[config.mk]
export PLATFORM = sky130hd
export DESIGN_NAME = asyndram_wr_ctrl
export DESIGN_NICKNAME = d
export VERILOG_FILES = /design/src/rtl/asyndram_wr_ctrl.sv
export SDC_FILE = /design/constraint.sdc
export NUM_CORES = 1
export LEC_CHECK = 0
export CAP_MARGIN = 30
export CORE_MARGIN = 3
export CORE_UTILIZATION = 42
export DETAILED_ROUTE_END_ITERATION = 6
export PLACE_DENSITY_LB_ADDON = 0.3
export SLEW_MARGIN = 20
export SYNTH_ARGS = -nofsm -noshare
export SYNTH_HDL_FRONTEND = slang
export SYNTH_SLANG_ARGS = --single-unit
[constraint.sdc]
create_clock -name clkb -period 2.7 [get_ports clkb]
set_clock_uncertainty 0.05 [all_clocks]
set_input_delay 0.54 -clock clkb [delete_from_list [all_inputs] [get_ports clkb]]
set_output_delay 0.54 -clock clkb [all_outputs]
set_load 0.01 [all_outputs]
[src/rtl/asyndram_wr_ctrl.sv]
// Write side of an async dual-clock RAM FIFO: one-cycle registered write port, Gray pointer export.
// Level/full see the reader 3 clkb edges after its pointer changes; words offered while full are dropped and flagged in ovf.
module asyndram_wr_ctrl #(
  parameter int ADDR_WIDTH = 4,
  parameter int DATA_WIDTH = 8,
  parameter int AFULL_LVL  = 12,
  parameter int DATA_DEPTH = 1 << ADDR_WIDTH
) (
  input  logic                  clkb,
  input  logic                  rst_n,
  input  logic                  in_valid,
  input  logic [DATA_WIDTH-1:0] in_data,
  output logic                  in_ready,
  input  logic [ADDR_WIDTH:0]   rd_ptr_gray,
  output logic [ADDR_WIDTH:0]   wr_ptr_gray,
  output logic [ADDR_WIDTH-1:0] addr_b,
  output logic [DATA_WIDTH-1:0] data_b,
  output logic                  wrenb_n,
  output logic                  csen_n,
  output logic                  full,
  output logic                  almost_full,
  output logic [ADDR_WIDTH:0]   wr_level,
  output logic                  ovf,
  input  logic                  ovf_clr
);

  localparam int PW = ADDR_WIDTH + 1;

  function automatic logic [PW-1:0] gray2bin(input logic [PW-1:0] g);
    logic [PW-1:0] b;
    b[PW-1] = g[PW-1];
    for (int i = PW - 2; i >= 0; i--) begin
      b[i] = b[i+1] ^ g[i];
    end
    return b;
  endfunction

  logic [PW-1:0]         wr_bin_q, wr_bin_d;
  logic [PW-1:0]         sync1_q, sync1_d;
  logic [PW-1:0]         sync2_q, sync2_d;
  logic [PW-1:0]         rd_bin_s_q, rd_bin_s_d;
  logic [PW-1:0]         wr_ptr_gray_q, wr_ptr_gray_d;
  logic [ADDR_WIDTH-1:0] addr_b_q, addr_b_d;
  logic [DATA_WIDTH-1:0] data_b_q, data_b_d;
  logic                  wrenb_n_q, wrenb_n_d;
  logic                  csen_n_q, csen_n_d;
  logic [PW-1:0]         wr_level_q, wr_level_d;
  logic                  full_q, full_d;
  logic                  almost_full_q, almost_full_d;
  logic                  ovf_q, ovf_d;
  logic                  accept;

  always_comb begin
    accept        = in_valid && !full_q;
    wr_bin_d      = wr_bin_q + PW'(accept);
    sync1_d       = rd_ptr_gray;
    sync2_d       = sync1_q;
    rd_bin_s_d    = gray2bin(sync2_q);
    // Advertised from the pre-edge pointer so the reader never sees a word the RAM has not yet captured.
    wr_ptr_gray_d = wr_bin_q ^ (wr_bin_q >> 1);
    addr_b_d      = addr_b_q;
    data_b_d      = data_b_q;
    wrenb_n_d     = 1'b1;
    if (accept) begin
      addr_b_d  = wr_bin_q[ADDR_WIDTH-1:0];
      data_b_d  = in_data;
      wrenb_n_d = 1'b0;
    end
    wr_level_d    = wr_bin_d - rd_bin_s_d;
    full_d        = (wr_level_d == PW'(DATA_DEPTH));
    almost_full_d = (wr_level_d >= PW'(AFULL_LVL));
    ovf_d         = ovf_q;
    if (ovf_clr) ovf_d = 1'b0;
    if (in_valid && full_q) ovf_d = 1'b1;
    csen_n_d      = 1'b0;
  end

  always_ff @(posedge clkb or negedge rst_n) begin
    if (!rst_n) begin
      wr_bin_q      <= '0;
      sync1_q       <= '0;
      sync2_q       <= '0;
      rd_bin_s_q    <= '0;
      wr_ptr_gray_q <= '0;
      addr_b_q      <= '0;
      data_b_q      <= '0;
      wrenb_n_q     <= 1'b1;
      csen_n_q      <= 1'b1;
      wr_level_q    <= '0;
      full_q        <= 1'b0;
      almost_full_q <= 1'b0;
      ovf_q         <= 1'b0;
    end else begin
      wr_bin_q      <= wr_bin_d;
      sync1_q       <= sync1_d;
      sync2_q       <= sync2_d;
      rd_bin_s_q    <= rd_bin_s_d;
      wr_ptr_gray_q <= wr_ptr_gray_d;
      addr_b_q      <= addr_b_d;
      data_b_q      <= data_b_d;
      wrenb_n_q     <= wrenb_n_d;
      csen_n_q      <= csen_n_d;
      wr_level_q    <= wr_level_d;
      full_q        <= full_d;
      almost_full_q <= almost_full_d;
      ovf_q         <= ovf_d;
    end
  end

  assign in_ready    = ~full_q;
  assign wr_ptr_gray = wr_ptr_gray_q;
  assign addr_b      = addr_b_q;
  assign data_b      = data_b_q;
  assign wrenb_n     = wrenb_n_q;
  assign csen_n      = csen_n_q;
  assign full        = full_q;
  assign almost_full = almost_full_q;
  assign wr_level    = wr_level_q;
  assign ovf         = ovf_q;

endmodule

Word-level counts from Yosys, hierarchy flattened. Cells that the tools add are included.

Register bits after elaboration: 42. Input port bits: 17. Output and inout bits: 28. Word-level logic and storage cells: 29.

Add/subtract/negate cells: 2. Order comparisons: 1. Equality and inequality tests: 1. Muxes and demuxes: 3. Bitwise gates (word level): 6. Reductions and logical operators: 4.

Operators by type and width (number): adder 5 x 1 -> 5 bit (1); == test 5 bit (second input constant) (1); >= comparator 5 x 4 -> 1 bit (second input constant) (1); subtractor 5 bit (1); bitwise XOR 5 x 4 -> 5 bit (1); bitwise XOR 1 bit (4); 2-to-1 mux 1 bit (3); logical AND 1 bit (2); nonzero test 2 bit (1); logical NOT 1 bit (1); NOT 1 bit (1).

Depth between registers and ports, before layout.
Depth after elaboration: 6. Gate-level depth with buffers: 12. Depth with buffers taken out: 11.

Worst setup path after synthesis. No wires, ideal clock.

Kind: input to register. From: in in_valid. To: reg almost_full_q, in the netlist almost_full. Setup time: 0.121 ns. Data arrival time: 2.719 ns. Required time: 2.529 ns. Setup slack: -0.190 ns. Stages on the path: 11. Buffers on the path: 1. Cells stage by stage: nand2_1 > buf_2 > inv_1 > ha_1 > ha_1 > xor2_1 > ha_1 > nor2b_1 > o21a_1 > or3_1 > a22o_1.

Cells in the longest elaborated chain, start to end: 4.

Ends and longest elaborated chain: from (decl) (line 11) `input logic in_valid,`; logical AND 1 bit (line 54) `accept = in_valid && !full_q;`; adder 5 x 1 -> 5 bit (line 55) `wr_bin_d = wr_bin_q + PW'(accept);`; named net wr_bin_d[2] (line 38) `logic [PW-1:0] wr_bin_q, wr_bin_d;`; subtractor 5 bit (line 69) `wr_level_d = wr_bin_d - rd_bin_s_d;`; >= comparator 5 x 4 -> 1 bit (line 71) `almost_full_d = (wr_level_d >= PW'(AFULL_LVL));`; named net almost_full_d (line 49) `logic almost_full_q, almost_full_d;`; to (signal assigned) (line 105) `almost_full_q <= almost_full_d;`; to (decl) (line 49).

The timed path passes the listed nets, and every way through them passes these cells. A chain may end at the register's enable or synchronous reset.

Final worst setup path.
From: reg sync2_q[4]. To: reg full_q, in the netlist full.

Cells in the longest elaborated chain, start to end: 6.

Ends and longest elaborated chain: from (decl) (line 40) `logic [PW-1:0] sync2_q, sync2_d;`; from (signal assigned) (line 96) `sync2_q <= sync2_d;`; bitwise XOR 1 bit * (3 in series) (line 33) `b[i] = b[i+1] ^ g[i];`; bitwise XOR 1 bit (line 33); subtractor 5 bit * (line 69); named net wr_level_d[1] (line 47) `logic [PW-1:0] wr_level_q, wr_level_d;`; == test 5 bit * (line 70) `full_d = (wr_level_d == PW'(DATA_DEPTH));`; named net full_d (line 48) `logic full_q, full_d;`; to (signal assigned) (line 104) `full_q <= full_d;`; to (decl) (line 48).

The timed path passes the listed nets; every way through them passes the cells marked *.

==> impl_summary.md <==
Pwr
The relative contribution of sequential cells to total power is between 30% and 40%. Internal power comes to roughly 1.8 mW. The post-route total power is ~2.6 mW. Net switching is a little under a third of the power. The share of total power dissipated in combinational logic is 47.0%. The analysis attributes to net switching a power of between 700 and 800 uW. The peak supply drop is between 0.5 and 0.6 mV. Per report_power, the clock group accounts for 15.2% of the total. The analysis attributes to cell leakage a power of approximately 1.0 nW. The power per standard cell area is 1100 mW/mm^2.

Cells and area
The number of antenna diodes in the final layout is 0. The most common library cell in the layout ignoring fill and taps is clkdlybuf4s50_1. Summing all non-filler instances in the final layout gives an area of 0.00232 sq mm. The area growth from synthesis to layout is 46.1%. Cells with a size suffix above 1 make up between 20% and 30% of the layout.

The filler cells instantiated in the layout total 260. The library cells used most frequently in the layout, excluding fill and tap cells, are clkdlybuf4s50_1, dfrtp_1, mux2_2, buf_4, inv_1. The area used by sequential logic in the layout is between 0.001 and 0.0015 sq mm. The count of non-filler cells in the finished layout is between 200 and 250.

The net count of the finished layout is 190. Summing all multi-input logic gate instances after layout gives around 540 sq um. The post-layout utilization of the core is 66.3%.

Outcome
The flow ran to the end, and the final reports show no timing, DRC or antenna violations.

STA
The number of hold violations in the final report is 0. Setup slack on the critical path of the routed design comes to between 0.01 and 0.015 ns. At the pin with the least slew margin, the transition time is just over 0.5 ns. Setup repair after global routing could not meet its margin everywhere.

Setup violations remaining at the end of the flow were counted as 0. The final hold slack is about 0.17 ns. The worst slew margin relative to its limit is ~66%. The ratio of final minimum period to clock period is 99.6%. After routing, the total negative slack on setup checks comes to 0 ns. Static timing analysis puts the maximum clock frequency at ~0.37 GHz.

The time the worst path needs with I/O delays and setup is approximately 2.7 ns. The final count of pins violating max slew is 0.

GRT
The number of antenna violations at the first check in global routing is 0. The first global-routing pass estimated between 4000 and 5000 um of wire. The maximum number of pins on one net before global-route repair is 43.

The global-route usage over all layers is between 10% and 20%. The leftover overflow at the end of global routing is 0. The via count of the first global-routing pass is roughly 990.

Synthesis
The largest total area in the synthesized netlist belongs to dfrtp_1. The number of synthesized flops with an enable pin is 0. The share of async-settable or async-resettable flops after synthesis is 100%.

Counting every net in the synthesized netlist gives approximately 130. Sorting the synthesized cells by area gives the leading types as dfrtp_1, mux2_2, ha_1. The average footprint of a synthesized cell is 15.7 sq um. The count of unique library cells instantiated by Yosys is 23. In this run the cell area of the synthesized design comes to 0.00159 sq mm. Yosys printed 0 warnings. The number of register bits inferred by synthesis is 42. In the synthesized netlist the dominant register cell turns out to be dfrtp_1. The top cell type by area accounts for around 63% of the synthesized area.

The post-synthesis sequential area ratio is between 60% and 70%. Counting every instance in the synthesized netlist gives roughly 100.

Floorplan
From bottom edge to top edge, the die measures 67.5 um. The floorplan step defined a die boundary enclosing 0.00455 sq mm. After floorplanning, the core was sized to cover 0.00349 sq mm. The number of placed I/O pins is 45. The row count is 21.

The initial utilization of the core area, before any placement, comes to 45.4%. The width of the die is around 67 um.

Setup path
Data on the critical path arrives at its endpoint at roughly 2.9 ns. The startpoint class of the critical path is a flip-flop. Counting stages on the worst path, the most repeated cell is xor2_2.

The sum of buffers and inverters on the critical path is 1. The critical path start-end classification is flip-flop to flip-flop. STA puts the critical path data required time at between 2 and 3 ns. STA classifies the critical path endpoint as a flip-flop.

The worst stage delay on the critical path is roughly 0.53 ns. For this design, the slowest cell found on the critical path is fa_2. The signal on the critical path passes through xnor2_4, xor2_2, xor2_2, xnor2_1, ha_2, fa_2, inv_2, or3_1, and4bb_1. The top cell family by delay on the critical path is XOR/XNOR gates.

The critical-path maximum fanout is 3.

Clock network
The number of CTS-inserted buffers is 5. The TritonCTS sink count is 42. The maximum level of the CTS H-tree is 2. The clock reaches the later pin of the worst-skew pair after between 0.2 and 0.3 ns. The tree is rooted in a clkbuf_8. The number of buffers between clock root and the deepest sink is 2. The clock edge transition at the registers on the reported setup and hold paths is around 0.070 ns. TritonCTS built the clock tree.

Worst hold path
The type of the most critical hold path is input port to async pin.

Routing
Dividing the detail-routed wire length by the instance count gives around 13 um. The count of nets left with antenna violations once routing finished came out at 0. Dividing the detail-routed via count by the number of cells gives 4.62. Wires add up to between 2000 and 3000 um.

The first routing iteration left 24 violations. For this run, design rule violations remaining after detail routing come to 0. The number of optimization iterations in the first detailed-route pass is 4.

The routed via count is 971.

Placement
The detailed placement HPWL is 1980 um. The total placed cells including tap cells is slightly below 200. Once placement finished, the instance area stood at 0.00214 sq mm. The global placement routability congestion is slightly below 0.8. The count of buffers added on input and output ports is 44. Timing analysis after detailed placement gives a worst setup slack of -0.388 ns.

Flow run
The max-cap violation count is 0.
==> kinds of logic after synthesis <==
family          count (synthesis)  share of synthesized area, %
xor+xnor                       12                          8.99
buf+inv                         9                          2.21
mux                            12                          8.52
other cells                     1                         0.236
flops                          42                          66.4
compound gates                  5                          1.97
simple gates                   11                          4.10
fa+ha+maj                       9                          7.57
==> Yosys cell counts, types with 2 or more instances <==
cell type and instances:
dfrtp_1 40, nand2_1 5, xor2_2 2, ha_1 8
o21ai_0 2, dfstp_2 2, mux2_2 12, or3_1 2
xor2_1 4, inv_1 8, xnor2_1 4
==> sequential cells by signal, indices dropped and copies added, names as in the netlist <==
| name | cells |
|---|---|
| wr_ptr_gray | 5 |
| wr_level | 5 |
| csen_n | 1 |
| wr_bin_q | 5 |
| ovf | 1 |
| full | 1 |
| addr_b | 4 |
| almost_full | 1 |
| sync2_q | 5 |
| sync1_q | 5 |
| data_b | 8 |
| wrenb_n | 1 |
==> power groups by stage <==
stage	combinational (mW)	clock [mW]	sequential [mW]
floorplan	0.478	0	1.04
global placement	1.12	0	0.967
detailed placement	1.15	0	0.978
CTS	1.17	0.400	0.968
global route	1.33	0.427	0.988
finish	1.20	0.388	0.964
==> what timing repair did <==
action | in CTS | in global routing
gates cloned | 0 | 0
resized for setup | 2 | 6
hold buffers | 0 | 0
setup endpoints to repair | 3 | 3
pin swaps | 1 | 6
setup buffers | 1 | 4
==> layout make-up <==
type | instances | area share, %
clock buffers | 7 | 3.73
inverters | 8 | 1.30
multi-input cells | 50 | 23.2
flip-flops and latches | 42 | 45.5
well taps | 46 | 2.48
repair buffers | 57 | 23.8
==> metal layers <==
layer,share of wire (%),track usage [%]
met3,6.0,3.49
met5,0,0
met4,2.1,7.59
met2,57,23.3
met1,35,13.2
==> final timing paths <==
| check | start | end | slack [ns] | cells after the start |
|---|---|---|---|---|
| setup / recovery | sync2_q[4]$_DFF_PN0_ | full$_DFF_PN0_ | 0.01 | 9 |
| hold / removal | rst_n | wr_ptr_gray[3]$_DFF_PN0_ | 0.17 | 1 |
| setup reg to reg | sync2_q[4]$_DFF_PN0_ | full$_DFF_PN0_ | 0.01 | 9 |
| hold reg to reg | sync1_q[4]$_DFF_PN0_ | sync2_q[4]$_DFF_PN0_ | 0.30 | 0 |
| max in group asynchronous | rst_n | sync2_q[4]$_DFF_PN0_ | 1.95 | 2 |
| min in group clkb | sync1_q[4]$_DFF_PN0_ | sync2_q[4]$_DFF_PN0_ | 0.30 | 0 |
No activity file was read; power rests on OpenSTA's default activity.
==> RTL change, RTL diff (config.mk and constraints unchanged) <==
Put one more register stage on the output `wr_level`. The value now appears one clock later. The other outputs are not delayed to match.
--- a/src/rtl/asyndram_wr_ctrl.sv
+++ b/src/rtl/asyndram_wr_ctrl.sv
@@ -115,7 +115,9 @@
   assign csen_n      = csen_n_q;
   assign full        = full_q;
   assign almost_full = almost_full_q;
-  assign wr_level    = wr_level_q;
+  always_ff @(posedge clkb) begin
+    wr_level <= wr_level_q;
+  end
   assign ovf         = ovf_q;
 
 endmodule
Check against the original RTL: not equivalent (a bounded check fails within 4 cycles, from zero or initial values and one cycle with rst_n low).
==> RTL change against the original RTL <==
- routed wire length shrank 1.7%
- largest cell class unchanged
- sequential share of layout area increased by 3.0 points
- largest power group unchanged
- design area rose by 2.7%
- maximum frequency rose by 2.8%
- power rose by 3.1%
- global-route usage down 0.77 points
- sequential cell count increased by 5
- worst setup slack gained 73 ps
- synthesized area increased by 6.3%
==> RTL change: results (changes against the original RTL) <==
For the sum of net half-perimeters after detailed placement, the log shows 2.01 mm (+1.9%). Number of search-and-repair iterations in the first detailed-routing pass: 3 (-1). The worst setup path endpoint was almost_full. The number of global-route vias before repair was 1057 (+6.4%).

The tools report the overall global routing resource usage as 0.122 (-0.00770). The fraction of registers with async set/reset is 0.894 (-0.106), and the final weighted congestion of routability-driven global placement is 0.784 (-0.52%). The commonest cells after synthesis are sky130_fd_sc_hd__dfrtp_1, sky130_fd_sc_hd__mux2_2, sky130_fd_sc_hd__ha_1, sky130_fd_sc_hd__inv_1. The global-route wire length before repair is 4.63 mm (+8.9%). For the critical path arrival, the log shows 2740 ps (-120 ps).

The final routed wirelength across all metal layers was 2.63 mm (-1.7%). The run finished with clean final reports. The number of DRC violations after detailed-routing iteration 0 is 35 (+46%), and the count of inserted antenna diode cells is 0 (unchanged). The maximum VDD drop is 0.452 mV (-24%).

The run gives 2 (unchanged) as the H-tree depth reported by CTS. The tools report the static leakage as 1.06 nW (+2.9%). The cell count of the worst reg-to-reg path is 10 (+1), and the net total in the final layout is 193 (+1.6%). The count of cell types in the netlist is 24 (+4.3%). The via total after detailed routing came out at 959 (-1.2%).

For the number of nets in the synthesized netlist, the log shows 132 (+3.9%). The fraction of layout cells with a size suffix above 1 works out to 0.250 (-0.0305). Yosys attributes the largest share of cell area to sky130_fd_sc_hd__dfrtp_1, sky130_fd_sc_hd__mux2_2, sky130_fd_sc_hd__dfxtp_1, sky130_fd_sc_hd__ha_1, sky130_fd_sc_hd__dfstp_2. The number of synthesis warnings came out at 0 (unchanged). The share of synthesized area occupied by flip-flops and latches was 0.684 (+0.0199). The tools report the worst setup slack after layout as 84.3 ps (+73.0 ps). The maximum fanout along the worst path was 3 (unchanged).
RTL change: changes by cell type after synthesis:
cell / delta
sky130_fd_sc_hd__dfxtp_1: +5
RTL change: area by class of cell:
cell class                      count  area, sq um
Clock inverter                      1         5.00
Tap cell                           48         60.1
Inverter                            8         30.0
Clock buffer                        7         76.3
Fill cell                         277         1390
Sequential cell                    47         1150
Timing Repair Buffer               55          537
Multi-Input combinational cell     50          518
RTL change: per-layer routing:
metal,up-vias,track usage,share of wire
met5,-,0,0
met4,0,0.0672,0.011
met3,2,0.0406,0.052
met2,28,0.199,0.55
met1,469,0.140,0.39
li1,460,-,-
RTL change: kinds of logic after synthesis:
family	after synthesis	share of synthesized area
xor+xnor	12	0.0846
simple gates	11	0.0386
flops	47	0.684
mux	12	0.0801
other cells	1	0.00222
compound gates	5	0.0185
buf+inv	9	0.0208
fa+ha+maj	9	0.0712
RTL change: critical path, stage by stage (launching register included):
cell and delay [ps]:
sky130_fd_sc_hd__dfrtp_1 410, sky130_fd_sc_hd__xnor2_2 240, sky130_fd_sc_hd__xor2_2 240, sky130_fd_sc_hd__xor2_2 200, sky130_fd_sc_hd__xnor2_1 140, sky130_fd_sc_hd__ha_2 200, sky130_fd_sc_hd__fa_2 220, sky130_fd_sc_hd__nor2b_1 50
sky130_fd_sc_hd__o21a_1 170, sky130_fd_sc_hd__or3_4 370, sky130_fd_sc_hd__a22o_1 210
RTL change: where the power goes:
part / total (mW) / internal, mW / switching [mW]
combinational: 1.17 / 0.719 / 0.455
clock: 0.375 / 0.181 / 0.193
sequential: 1.08 / 0.964 / 0.120
RTL change: per-stage QoR:
step / instance area [sq um] / power, mW / instances / hold slack (ps) / TNS (ps)
2_1_floorplan: 1700 / 1.64 / 106 / 194 / 0
3_3_place_gp: 2240 / 2.21 / 204 / 276 / -943
3_5_place_dp: 2240 / 2.25 / 204 / 278 / -1170
4_1_cts: 2320 / 2.64 / 212 / 296 / 0
5_1_grt: 2380 / 2.84 / 216 / 174 / -167
6_report: 2380 / 2.63 / 216 / 153 / 0
RTL change: what timing repair did:
action | 4_1_cts | 5_1_grt
endpoints found under the setup margin | 3 | 3
buffers inserted | 0 | 3
pin swaps | 1 | 4
gates resized for setup | 1 | 4
RTL change: worst min-delay path by stage:
stage	cells after the start	startpoint	slack, ps	end
global route	1	rst_n	170	wr_level_q[3]
global placement	0	wr_level_q[1]	280	wr_level[1]
floorplan	0	rst_n	190	addr_b[0]
detailed placement	0	wr_level_q[3]	280	wr_level[3]
finish	1	rst_n	150	almost_full
CTS	0	wr_level_q[3]	300	wr_level[3]
